[config.mk]
export PLATFORM = sky130hd
export DESIGN_NAME = fetch_stage
export DESIGN_NICKNAME = d
export VERILOG_FILES = /design/src/rtl/rv32_pkg.sv /design/src/rtl/fetch_stage_if_id_reg.sv /design/src/rtl/fetch_stage.sv
export SDC_FILE = /design/constraint.sdc
export NUM_CORES = 1
export LEC_CHECK = 0
export ABC_AREA = 1
export CORE_ASPECT_RATIO = 0.9
export CORE_MARGIN = 2
export CORE_UTILIZATION = 42
export CTS_CLUSTER_SIZE = 16
export DETAILED_ROUTE_END_ITERATION = 7
export MAX_ROUTING_LAYER = met4
export PLACE_DENSITY = 0.79
export REMOVE_ABC_BUFFERS = 1
export SYNTH_ARGS = -nofsm -noshare
export SYNTH_HDL_FRONTEND = slang
export SYNTH_SLANG_ARGS = --single-unit
[constraint.sdc]
create_clock -name clk -period 6.35 [get_ports clk]
set_input_delay 0.635 -clock clk [delete_from_list [all_inputs] [get_ports clk]]
set_output_delay 0.635 -clock clk [all_outputs]
set_load 0.05 [all_outputs]
[src/rtl/rv32_pkg.sv]
// rtl/rv32_pkg.sv - shared RV32I pipeline constants and types
package rv32_pkg;

  localparam int XLEN = 32;
  localparam logic [31:0] NOP_INSTR = 32'h0000_0013;
  localparam logic [31:0] RESET_PC = 32'h0000_0000;

  typedef enum logic [1:0] {
    IDLE  = 2'd0,
    FETCH = 2'd1,
    HOLD  = 2'd2,
    DRAIN = 2'd3
  } fetch_state_t;

endpackage

[src/rtl/fetch_stage_if_id_reg.sv]
// rtl/fetch_stage_if_id_reg.sv - pipeline register with load, hold and flush-to-NOP
module if_id_reg #(
  parameter int XLEN = 32
) (
  input  logic            clk,
  input  logic            rst,
  input  logic            load,
  input  logic            flush,
  input  logic [XLEN-1:0] pc_d,
  input  logic [XLEN-1:0] pc4_d,
  input  logic [31:0]     instr_d,
  output logic            valid_q,
  output logic [XLEN-1:0] pc_q,
  output logic [XLEN-1:0] pc4_q,
  output logic [31:0]     instr_q
);
  import rv32_pkg::*;

  // Hold is the default: contents change only on load or flush, flush winning.
  always_ff @(posedge clk or posedge rst) begin
    if (rst) begin
      valid_q <= 1'b0;
      pc_q    <= '0;
      pc4_q   <= '0;
      instr_q <= NOP_INSTR;
    end else if (flush) begin
      valid_q <= 1'b0;
      instr_q <= NOP_INSTR;
    end else if (load) begin
      valid_q <= 1'b1;
      pc_q    <= pc_d;
      pc4_q   <= pc4_d;
      instr_q <= instr_d;
    end
  end

endmodule

[src/rtl/fetch_stage.sv]
// rtl/fetch_stage.sv - RV32I fetch stage: PC, imem req/ack FSM, IF/ID load
// Optional FETCH_PERF_CNT_EN adds fetch/flush counters.
module fetch_stage #(
  parameter int              XLEN     = rv32_pkg::XLEN,
  parameter logic [XLEN-1:0] RESET_PC = rv32_pkg::RESET_PC
) (
  input  logic            clk,
  input  logic            rst,
  input  logic            stall_i,
  input  logic            redirect_i,
  input  logic [XLEN-1:0] redirect_pc_i,
  output logic            imem_req_o,
  output logic [XLEN-1:0] imem_addr_o,
  input  logic            imem_ack_i,
  input  logic [31:0]     imem_rdata_i,
`ifdef FETCH_PERF_CNT_EN
  output logic [31:0]     fetch_cnt_o,
  output logic [31:0]     flush_cnt_o,
`endif
  output logic            if_id_valid_o,
  output logic [XLEN-1:0] if_id_pc_o,
  output logic [XLEN-1:0] if_id_pc4_o,
  output logic [31:0]     if_id_instr_o
);
  import rv32_pkg::*;

  fetch_state_t    state;
  logic [XLEN-1:0] pc;
  logic [XLEN-1:0] pc_plus4;
  logic [XLEN-1:0] redirect_tgt;
  logic [31:0]     skid_instr;
  logic            redirect_take;
  logic            ifid_load;
  logic [31:0]     ifid_instr_d;
  logic            unused_redirect_lsbs;

  assign pc_plus4             = pc + XLEN'(4);
  assign redirect_tgt         = {redirect_pc_i[XLEN-1:2], 2'b00};
  assign unused_redirect_lsbs = ^redirect_pc_i[1:0];
  assign redirect_take        = redirect_i && (state != IDLE);

  assign ifid_load = !redirect_take && !stall_i &&
                     (((state == FETCH) && imem_ack_i) || (state == HOLD));
  assign ifid_instr_d = (state == HOLD) ? skid_instr : imem_rdata_i;

  assign imem_req_o  = (state == FETCH);
  assign imem_addr_o = pc;

  always_ff @(posedge clk or posedge rst) begin
    if (rst) begin
      state      <= IDLE;
      pc         <= RESET_PC;
      skid_instr <= NOP_INSTR;
    end else if (redirect_take) begin
      pc         <= redirect_tgt;
      skid_instr <= NOP_INSTR;
      // An unacked request still owes us a response that must be swallowed.
      if (((state == FETCH) || (state == DRAIN)) && !imem_ack_i)
        state <= DRAIN;
      else
        state <= FETCH;
    end else begin
      case (state)
        IDLE: state <= FETCH;
        FETCH: begin
          if (imem_ack_i) begin
            if (stall_i) begin
              skid_instr <= imem_rdata_i;
              state      <= HOLD;
            end else begin
              pc <= pc_plus4;
            end
          end
        end
        HOLD: begin
          if (!stall_i) begin
            pc    <= pc_plus4;
            state <= FETCH;
          end
        end
        DRAIN: begin
          if (imem_ack_i)
            state <= FETCH;
        end
        default: state <= IDLE;
      endcase
    end
  end

  if_id_reg #(.XLEN(XLEN)) u_if_id (
    .clk     (clk),
    .rst     (rst),
    .load    (ifid_load),
    .flush   (redirect_take),
    .pc_d    (pc),
    .pc4_d   (pc_plus4),
    .instr_d (ifid_instr_d),
    .valid_q (if_id_valid_o),
    .pc_q    (if_id_pc_o),
    .pc4_q   (if_id_pc4_o),
    .instr_q (if_id_instr_o)
  );

`ifdef FETCH_PERF_CNT_EN
  always_ff @(posedge clk or posedge rst) begin
    if (rst) begin
      fetch_cnt_o <= '0;
      flush_cnt_o <= '0;
    end else begin
      if (ifid_load)
        fetch_cnt_o <= fetch_cnt_o + 32'd1;
      if (redirect_take)
        flush_cnt_o <= flush_cnt_o + 32'd1;
    end
  end
`endif

endmodule
-- Word-level counts from Yosys, hierarchy flattened
Index checks and enable logic that the tools add are counted.
- output and inout port bits: 130
- input port bits: 69
- logic and storage cells: 57
- bits in registers: 163
- add/subtract/negate cells: 1
- equality and inequality tests: 7
- bitwise gates (word level): 1
- mux-type cells: 20
- reductions and logical operators: 21
- operator list (kind ; number):
    $mux 32 ; 10
    $pmux 32 s2 ; 1
    $add 32x3->32 const B ; 1
    $mux 2 ; 6
    $reduce_bool 2->1 ; 5
    $pmux 2 s4 ; 1
    $ne 3x3->1 const B ; 2
    $logic_and 1x1->1 ; 5
    $eq 2x2->1 const B ; 2
    $reduce_and 2->1 ; 2
    $reduce_and 4->1 ; 1
    $logic_not 1->1 ; 3
    $ne 3x1->1 const B ; 1
    $ne 3x2->1 const B ; 1
    $reduce_and 3->1 ; 1
    $reduce_bool 3->1 ; 1
    $eq 2x1->1 const B ; 1
    $logic_not 2->1 ; 1
    $logic_or 1x1->1 ; 2
    $mux 1 ; 2
    $not 1->1 ; 1

-- Depth between registers and ports, before layout
Gate-level depths: netlist (run 1).
- word-level depth: 7
- depth in mapped cells: 11
- depth with buffers taken out: 10

-- Modules after synthesis
Synthesis (run 1) repeated with hierarchy kept, for this count alone.
- cell total of the unflattened synthesis: 1071
- area, all modules: 7967.6 um^2
- by module, submodules not included (module ; cells each ; sequential area each (um^2) ; area each (um^2) ; instances):
    fetch_stage ; 649 ; 1605.3 ; 4147.7 ; 1
    if_id_reg ; 422 ; 2431.1 ; 3819.9 ; 1

-- Least setup slack after synthesis (run 1)
OpenSTA, ideal clock, no wires.
- path kind: flip-flop to flip-flop
- from: register pc[3], in the netlist imem_addr_o[3]
- to: register pc[26], in the netlist imem_addr_o[26]
- buffers on the path: 0
- library setup time: 0.118 ns
- data required time: 6.232 ns
- clock period less this slack: 1.960 ns
- arrival: 1.842 ns
- stages on the path, launching flop included: 11
- path slack: 4.390 ns
- cells stage by stage: dfrtp_1 > ha_1 > nand2_1 > nor2_1 > nand2_1 > nor2_1 > nand2_1 > nand2_1 > nand3_1 > nand2_1 > nand2_1
- cells in the longest elaborated chain, start to end: 5
- RTL lines (what ; RTL line ; source):
    start, declared ; fetch_stage.sv:28 ; logic [XLEN-1:0] pc;
    start signal, assigned ; fetch_stage.sv:55 ; pc <= redirect_tgt;
    start signal, assigned ; fetch_stage.sv:71 ; pc <= pc_plus4;
    start signal, assigned ; fetch_stage.sv:77 ; pc <= pc_plus4;
    $add 32x3->32 (*) ; fetch_stage.sv:37 ; assign pc_plus4 = pc + XLEN'(4);
    $mux 32 (*) ; fetch_stage.sv:67, fetch_stage.sv:76 ;
    $mux 32 ; fetch_stage.sv:66 ; if (imem_ack_i) begin
    $pmux 32 s2 (*) ; fetch_stage.sv:63 ; case (state)
    $mux 32 (*) ; fetch_stage.sv:54 ; end else if (redirect_take) begin
Mark *: on every way between the ends. The rest lies on a longest branch, timed or not. The select of a mux whose other input is x is not followed.
A chain may end at the register's enable or synchronous reset.

-- Worst setup path after layout (run 1)
- from: register state[0]
- to: register pc[30], in the netlist imem_addr_o[30]
- cells in the longest elaborated chain, start to end: 4
- elaborated cells between the ends (all ways): 9
- classes of those cells: eq/ne: 3; mux: 2; reduce/logical: 4
- RTL lines (what ; RTL line ; source):
    start, declared ; fetch_stage.sv:27 ; fetch_state_t state;
    start signal, assigned ; fetch_stage.sv:51 ; state <= IDLE;
    start signal, assigned ; fetch_stage.sv:59 ; state <= DRAIN;
    start signal, assigned ; fetch_stage.sv:61 ; state <= FETCH;
    $reduce_bool 2->1 ; fetch_stage.sv:40 ; assign redirect_take = redirect_i && (state != IDLE);
    $logic_and 1x1->1 ; fetch_stage.sv:40 ;
    $ne 3x1->1 (no line) / $reduce_bool 3->1 (equally long branches) ; n/a ;
    $reduce_and 2->1 (no line) ; n/a ;
Several ways; a longest one is shown, not always the timed one.

==> impl_metrics.yaml, run 1 <==
global_route:
  grt_pass1_vias: 6472
  grt_pass1_wl_um: 32930
  grt_start_max_net_pins: 103
  grt_overflow: 0
  grtUsageTotal_pct: 23.39
  antenna_found_initial: 0
logic_synthesis:
  synthTopCellsByCount: "315 x nand2_1, 151 x dfrtp_1, 105 x nor2_1, 91 x o21ai_0, 59 x inv_1"
  synth.largest_area_cell: "dfrtp_1"
  async_reset_ff_share_pct: 100.0
  muxShareOfSynthArea_pct: 1.084
  synth_top_cell_area_share_pct: 51.15
  ys_seq_area_share_pct: 53.29
  yosys_warnings: 0
  syn_inst: 924
  syn-cell-area_um2: 7387
  synth_adder_area_share_pct: 0.1694
  synth.most_common_cell: "nand2_1"
  ys_top_cells_by_area: "dfrtp_1 51%, nand2_1 16%, o21ai_0 6.2%"
  synth_xor_xnor_area_share_pct: 0.8299
  synth_compound_area_share_pct: 12.16
  synth_edf_count: 0
  ys_seq_elements: 157
  syn_area_per_cell_um2: 7.995
  synth_cell_type_count: 29
  synth_top_family_by_area: "simple AND/OR/NAND/NOR gates"
  synth_simple_gate_area_share_pct: 24.93
  synth-main-ff-cell: "dfrtp_1"
cells_and_area:
  instances_no_fill: 1342
  fin_util_pct: 58.07
  multiInputGateArea_um2: 2922
  regArea_um2: 3936
  antenna_cells: 0
  drive_gt1_share_pct: 5.059
  nNetsFinal: 1164
  n_fill_cell: 1492
  area_growth_pct: 34.11
  final_area_um2: 9907
power_and_ir_drop:
  power.density_nw_per_um2: 605.3
  peakVddDrop_mv: 0.2468
  p_leak_uw: 0.004673
worst_setup_path:
  cp.arrival_ns: 3.91
  reg2reg_to: "imem_addr_o[30]"
  rrSetupSlack_ns: 2.75
  r2r_start: "state[0]"
  path_max_fanout: 55
  end_kind: "register"
  worstRegToRegCells: 10
  crit_type: "reg -> reg"
  critPathRequiredTime_ns: 6.66
  crit_path_start_kind: "register"
drt:
  post_drt_wl_per_cell_um: 15.28
  routed_via_density: 4.997
  drtIter0Drc: 535
  drt_wl_total_um: 20500
  drtAntennaViolNets: 0
  vias: 6706
  firstDrtPassIters: 5
  drc: 0
timing:
  whs_ns: 0.4792
  rsz0062_at_grt: "no"
  finalMaxSlewViolations: 0
  setup_viol_count_final: 0
  finalHoldViolations: 0
  fmax_mhz: 277.9
  finClkSkew_ns: 0.009630
  fin_crit_sh_pct: 56.66
  fin_crit_ns: 3.598
  tns_ns: 0
  worst_pin_slew_ns: 1.045
  slew_headroom_pct: 30.10
clocking:
  worstSkewPairLatency_ns: 0.43
  cts_tree: "yes"
  post_cts_buffers: 0
  cts_buffers: 17
  clock-sinks: 157
  cts-root-buf: "clkbuf_16"
  cts_hold_buf: 0
  clockBufferDepth: 2
  htreeDepth: 4
  path_clk_slew_ns: 0.06
  cts_resized: 0
die:
  die_x_um: 143.8
  die_h_um: 129.8
  floorplan.initialDensity_pct: 43.30
  fp.dieArea_um2: 18670
  ios: 199
  rows: 45
  core_area_um2: 17060
placed_design:
  dp_cells: 1310
  dpl-instance-area_um2: 9351
  gp_congestion: 0.8638
  numPortBuffers: 190
  post-dp-hpwl_um: 13790
run_status:
  outcome: "complete, no violations"
hold_path:
  hold-path-endpoint: "u_if_id.pc4_q[29]"
  min_path_cells: 2
  hold_path_startpoint: "u_if_id.pc4_q[29]"
  hold_path.class: "reg -> reg"
run:
  maxCapViolations: 0
sequential cells by signal, indices dropped and copies added, names as in the netlist:
register,flops
imem_addr_o,30
skid_instr,32
state,2
u_if_id.instr_q,32
u_if_id.pc4_q,30
u_if_id.pc_q,30
u_if_id.valid_q,1
critical path: stages (launching register included):
cell	delay, ns
dfrtp_1	0.42
inv_2	0.05
nand2_2	0.75
o21ai_2	0.16
nand2_4	0.39
nand2_2	0.48
inv_2	0.62
buf_4	0.40
nor2_1	0.07
nand2_1	0.07
nand2_1	0.05
per-layer routing:
layer	vias up	global-route usage, %	share of wire (%)
met3	29	6.972	7.8
met2	231	36.22	46
li1	3284	-	-
met5	-	-	0
met4	0	6.805	1.5
met1	3162	29.99	45
cell usage in the layout (no fill, tap or decap), types with 7 or more instances in the layout:
master | synthesis | final
clkdlybuf4s50_1 | 0 | 190
nor2_1 | 105 | 105
inv_2 | 7 | 7
inv_1 | 59 | 58
o21ai_1 | 35 | 35
mux2i_1 | 8 | 8
a22o_1 | 8 | 8
nand2_1 | 315 | 315
nand3_1 | 38 | 38
dfrtp_1 | 151 | 151
clkbuf_16 | 0 | 17
xor2_1 | 7 | 7
o21ai_0 | 91 | 91
a31oi_1 | 17 | 17
worst max path at each step:
stage	depth (start not counted)	startpoint	slack, ns	to
floorplan	1	rst	1.49	imem_addr_o[10]
finish	10	state[0]	2.75	imem_addr_o[30]
global route	10	state[0]	2.38	imem_addr_o[30]
detailed placement	11	redirect_i	2.54	imem_addr_o[30]
global placement	11	redirect_i	2.58	imem_addr_o[29]
CTS	10	state[0]	2.68	imem_addr_o[30]
logic make-up after synthesis:
family          after synthesis
other cells                   1
fa+ha+maj                     1
simple gates                470
xor+xnor                      7
mux                           8
flops                       157
buf+inv                     116
compound gates              164
stage by stage:
stage          total power (uW)  setup slack, ns
5_1_grt                    6364            2.385
3_3_place_gp               4975            2.579
2_1_floorplan              3882            1.490
4_1_cts                    6029            2.684
6_report                   5997            2.752
3_5_place_dp               5036            2.540
report_power, final:
group / internal, uW / switching, uW
Sequential: 1430 / 343
Combinational: 1010 / 2250
Clock: 562 / 413
Total: 3000 / 3000
cell type report:
class                           count  area share, %
Tap cell                          235          2.968
Inverter                           66          2.551
Multi-Input combinational cell    656          29.49
Timing Repair Buffer              196          19.65
Sequential cell                   157          39.73
Clock inverter                      9         0.8841
Clock buffer                       23          4.723
(Power assumes the default switching activity.)
==> inputs of run 2 (changes only) <==
--- a/config.mk
+++ b/config.mk
@@ -12,7 +12,7 @@
 export CTS_CLUSTER_SIZE = 16
 export DETAILED_ROUTE_END_ITERATION = 7
 export MAX_ROUTING_LAYER = met4
-export PLACE_DENSITY = 0.79
+export PLACE_DENSITY = 0.82
 export REMOVE_ABC_BUFFERS = 1
 export SYNTH_ARGS = -nofsm -noshare
 export SYNTH_HDL_FRONTEND = slang
==> constraint.sdc (replaced) <==
create_clock -name clk -period 3.25 [get_ports clk]
set_input_delay 0.325 -clock clk [delete_from_list [all_inputs] [get_ports clk]]
set_output_delay 0.325 -clock clk [all_outputs]
set_load 0.05 [all_outputs]
==> run 2 against run 1 <==
Compared with the run above:
- clock power grew 120%
- clock skew grew 0.00057 ns
- utilization grew 0.99 points
- critical endpoint is now imem_req_o
==> impl_metrics.yaml, run 2 (same netlist as run 1, synthesis figures left out) <==
clocking:
  worstSkewPairLatency_ns: 0.43
  htreeDepth: 4
  cts-root-buf: "clkbuf_16"
  path_clk_slew_ns: 0.06
  clockBufferDepth: 2
  cts_hold_buf: 0
  cts_resized: 0
  cts_buffers: 17
  clock-sinks: 157
  post_cts_buffers: 0
  cts_tree: "yes"
placed_design:
  gp_congestion: 0.8790
  numPortBuffers: 190
  post-dp-hpwl_um: 14070
  dp_cells: 1317
drt:
  vias: 6766
  drtAntennaViolNets: 0
  drt_wl_total_um: 20730
  drc: 0
  firstDrtPassIters: 7
  routed_via_density: 5.016
  drtIter0Drc: 446
  post_drt_wl_per_cell_um: 15.37
cells_and_area:
  final_common_cell: "nand2_1"
  top_regs: "skid_instr (32), u_if_id.instr_q (32)"
  instances_no_fill: 1349
  final_cell_mix: "315 x nand2_1, 190 x clkdlybuf4s50_1, 151 x dfrtp_1"
  drive_gt1_share_pct: 5.925
  nNetsFinal: 1171
  antenna_cells: 0
  n_fill_cell: 1489
  area_growth_pct: 36.40
timing:
  slew_headroom_pct: 54.67
  fin_crit_ns: 2.190
  finClkSkew_ns: 0.01020
  finalHoldViolations: 0
  worst_pin_slew_ns: 0.6799
  setup_viol_count_final: 0
  whs_ns: 0.3276
  rsz0062_at_grt: "no"
  fmax_mhz: 456.7
  finalMaxSlewViolations: 0
  fin_crit_sh_pct: 67.38
worst_setup_path:
  critPathRequiredTime_ns: 2.92
  r2r_start: "imem_addr_o[3]"
  rrSetupSlack_ns: 1.21
  end_kind: "primary output"
  path_max_fanout: 3
  cp.arrival_ns: 1.86
  worstRegToRegCells: 10
  reg2reg_to: "imem_addr_o[26]"
  crit_path_start_kind: "register"
  crit_type: "reg -> out"
power_and_ir_drop:
  p_leak_uw: 0.004747
  power.density_nw_per_um2: 1193
  peakVddDrop_mv: 0.5222
die:
  core_area_um2: 17060
  rows: 45
  fp.dieArea_um2: 18670
  ios: 199
  die_h_um: 129.8
  floorplan.initialDensity_pct: 43.30
  die_x_um: 143.8
global_route:
  grtUsageTotal_pct: 23.81
  antenna_found_initial: 0
  grt_pass1_vias: 6594
  grt_overflow: 0
  grt_start_max_net_pins: 67
  grt_pass1_wl_um: 33580
run:
  maxCapViolations: 0
hold_path:
  hold_path.class: "in -> async"
run_status:
  outcome: "complete, no violations"
-- run 2: worst max-delay path by stage --
stage	start	to	depth (start not counted)
finish	state[1]	imem_req_o	4
global route	state[1]	imem_req_o	4
CTS	state[1]	imem_req_o	4
detailed placement	redirect_i	u_if_id.instr_q[21]	7
global placement	redirect_i	imem_addr_o[17]	11
floorplan	rst	imem_addr_o[10]	1
-- run 2: per-stage QoR --
step | instance area [um2] | power (uW) | utilization, % | TNS, ns | setup slack [ns]
after floorplan | 7101 | 7585 | - | -208.73 | -1.300
after global placement | 9454 | 9791 | 55.42 | 0 | 0.9488
after detailed placement | 9454 | 9900 | 55.42 | 0 | 0.9163
after CTS | 10080 | 12080 | 59.06 | 0 | 1.048
after global routing | 10080 | 12730 | 59.06 | 0 | 0.9625
final | 10080 | 12020 | 59.06 | 0 | 1.060
-- run 2: power breakdown --
group          internal [uW]  switching (uW)  leakage [uW]
clock network           1290             826      0.000297
logic                   2030            4400       0.00247
registers               2790             692       0.00197
-- run 2: routing by layer --
layer  global-route usage, %  part of all wire [%]
met4                   6.055                   1.2
met3                   5.358                   7.8
met5                       -                     0
met2                   38.21                    47
met1                   30.88                    44
-- run 2: final cells by class --
type / instances / area, um2 / share of cell area, %
Inverter: 66 / 252.7 / 2.508
Tap cell: 235 / 294.0 / 2.918
Timing Repair Buffer: 203 / 2049 / 20.34
Sequential cell: 157 / 3936 / 39.07
Clock buffer: 18 / 429.2 / 4.259
Multi-Input combinational cell: 656 / 2922 / 29.00
Clock inverter: 14 / 192.7 / 1.912
-- run 2: critical path, stage by stage (launching register included) --
cell,delay (ns)
dfrtp_1,0.41
inv_2,0.07
nand2_1,0.08
inv_1,0.08
clkdlybuf4s50_1,0.80
==> inputs of run 3 (changes only) <==
--- a/config.mk
+++ b/config.mk
@@ -12,7 +12,7 @@
 export CTS_CLUSTER_SIZE = 16
 export DETAILED_ROUTE_END_ITERATION = 7
 export MAX_ROUTING_LAYER = met4
-export PLACE_DENSITY = 0.82
+export PLACE_DENSITY = 0.79
 export REMOVE_ABC_BUFFERS = 1
 export SYNTH_ARGS = -nofsm -noshare
 export SYNTH_HDL_FRONTEND = slang
==> constraint.sdc (replaced) <==
create_clock -name clk -period 2.12 [get_ports clk]
set_input_delay 0.212 -clock clk [delete_from_list [all_inputs] [get_ports clk]]
set_output_delay 0.212 -clock clk [all_outputs]
set_load 0.05 [all_outputs]
==> run 3 against run 2 <==
Compared with the run above:
- sequential power grew 52%
- clock-buffer cell count shrank 1
- highest routed layer unchanged
- final area grew 0.50%
- via count grew 1.5%
- clock skew shrank 0.0015 ns
- wire length shrank 0.75%
- critical path type unchanged
- sequential share of layout area shrank 0.19 points
- die area is the same
- combinational power grew 55%
- largest power group unchanged
- global-route usage shrank 0.25 points
- worst setup slack lost 0.94 ns
==> impl_metrics.yaml, run 3 (same netlist as run 1, synthesis figures left out) <==
drt:
  drc: 0
  post_drt_wl_per_cell_um: 15.12
  drtIter0Drc: 490
  drtAntennaViolNets: 0
  drt_wl_total_um: 20580
  routed_via_density: 5.046
  firstDrtPassIters: 5
  vias: 6868
power_and_ir_drop:
  p_total_uw: 18270
  peakVddDrop_mv: 0.7651
  power.density_nw_per_um2: 1804
  p_leak_uw: 0.004802
timing:
  slew_headroom_pct: 62.64
  fin_crit_ns: 1.995
  finalMaxSlewViolations: 0
  finClkSkew_ns: 0.008714
  rsz0062_at_grt: "no"
  setup_viol_count_final: 0
  fin_crit_sh_pct: 94.10
  fmax_mhz: 501.3
  worst_pin_slew_ns: 0.5587
  finalHoldViolations: 0
  layout_setup_ws_ns: 0.1251
cells_and_area:
  nNetsFinal: 1182
  area_growth_pct: 37.08
  final_area_um2: 10130
  final_common_cell: "nand2_1"
  top_regs: "skid_instr (32), u_if_id.instr_q (32)"
  final_cell_mix: "315 x nand2_1, 189 x clkdlybuf4s50_1, 151 x dfrtp_1"
  n_fill_cell: 1485
  drive_gt1_share_pct: 6.851
global_route:
  grt_overflow: 0
  grtUsageTotal_pct: 23.55
  grt_pass1_vias: 6508
  antenna_found_initial: 2
  grt_start_max_net_pins: 57
  grt_pass1_wl_um: 33260
clocking:
  cts_buffers: 17
  worstSkewPairLatency_ns: 0.43
  htreeDepth: 4
  cts-root-buf: "clkbuf_16"
  path_clk_slew_ns: 0.06
  cts_tree: "yes"
  clockBufferDepth: 2
  clock-sinks: 157
worst_setup_path:
  critPathRequiredTime_ns: 1.91
  cp_slowest_cell: "clkdlybuf4s50_1"
  cp_slowest_stage_delay_ns: 0.89
  cpLargestDelayFamily: "buffers and inverters"
  crit_type: "reg -> out"
  crit_path_start_kind: "register"
  critPathBufInv: 1
  path_max_fanout: 6
  end_kind: "primary output"
  cp.arrival_ns: 1.78
  cp_cell_sequence: "clkdlybuf4s50_1"
placed_design:
  dpl-instance-area_um2: 9549
  pre_cts_ws_ns: 0.1590
  post-dp-hpwl_um: 14600
  numPortBuffers: 190
  gp_congestion: 0.8753
die:
  die_x_um: 143.8
  core_area_um2: 17060
  die_h_um: 129.8
  rows: 45
  floorplan.initialDensity_pct: 43.30
  ios: 199
  fp.dieArea_um2: 18670
run_status:
  outcome: "complete, no violations"
hold_path:
  hold_path.class: "in -> async"
run:
  maxCapViolations: 0
[run 3: cell types whose count changed in the layout (fill, tap and decap cells not counted), moves of 2 or more]
cell	before	now
diode_2	0	2
buf_4	9	19
clkinv_2	3	5
bufinv_16	4	2
inv_6	3	5
[run 3: area by class of cell]
cell class                      count  area [um2]  share of cell area [%]
Clock buffer                       17       425.4                   4.201
Clock inverter                     14       143.9                   1.421
Multi-Input combinational cell    656        2922                   28.85
Timing Repair Buffer              214        2147                   21.20
Antenna cell                        2       5.005                 0.04943
Tap cell                          235       294.0                   2.904
Inverter                           66       252.7                   2.496
Sequential cell                   157        3936                   38.87
[run 3: timing repair]
item	4_1_cts	5_1_grt
buffers inserted	0	0
hold endpoints to repair	0	0
hold buffers	0	0
resized for setup	0	1
endpoints found under the setup margin	0	1
[run 3: where the power goes]
| part | leakage (uW) | internal (uW) | switching, uW | total, uW |
|---|---|---|---|---|
| registers | 0.00197 | 4280 | 1020 | 5300 |
| clock network | 0.000280 | 1730 | 1280 | 3010 |
| logic | 0.00255 | 3180 | 6780 | 9970 |
| total | 0.00480 | 9190 | 9080 | 18300 |
[run 3: path summary, 6_finish.rpt]
check                                  start  slack [ns]                  to  depth (start not counted)
max reg2reg                   imem_addr_o[2]        0.20     imem_addr_o[21]                         10
max                          imem_addr_o[27]        0.13     imem_addr_o[27]                          1
max in group asynchronous                rst        1.36  u_if_id.instr_q[1]                          3
min reg2reg                u_if_id.pc4_q[28]        0.48   u_if_id.pc4_q[28]                          2
min                                      rst        0.15      skid_instr[31]                          2
min in group clk             imem_rdata_i[6]        0.36       skid_instr[6]                          3
[run 3: routing by layer]
layer / vias up / track usage (%) / share of wire (%)
met5: - / - / 0
met4: 0 / 5.825 / 1.2
met3: 25 / 7.229 / 8.9
met2: 288 / 36.19 / 46
met1: 3238 / 30.73 / 44
li1: 3317 / - / -
[run 3: per-stage QoR]
stage | TNS [ns] | std cells | util, % | hold slack, ns
floorplan | -461.26 | 879 | - | 0.3254
global placement | 0 | 1328 | 55.97 | 0.4609
detailed placement | 0 | 1328 | 55.97 | 0.4682
CTS | 0 | 1359 | 59.31 | 0.1574
global route | 0 | 1361 | 59.35 | 0.1863
finish | 0 | 1361 | 59.35 | 0.1519
[run 3: worst reg2reg max path, delay by kind of cell (launching register included)]
family        cells  cell delay (ns)
simple gates      8             1.25
flops             1             0.35
buf+inv           2             0.21
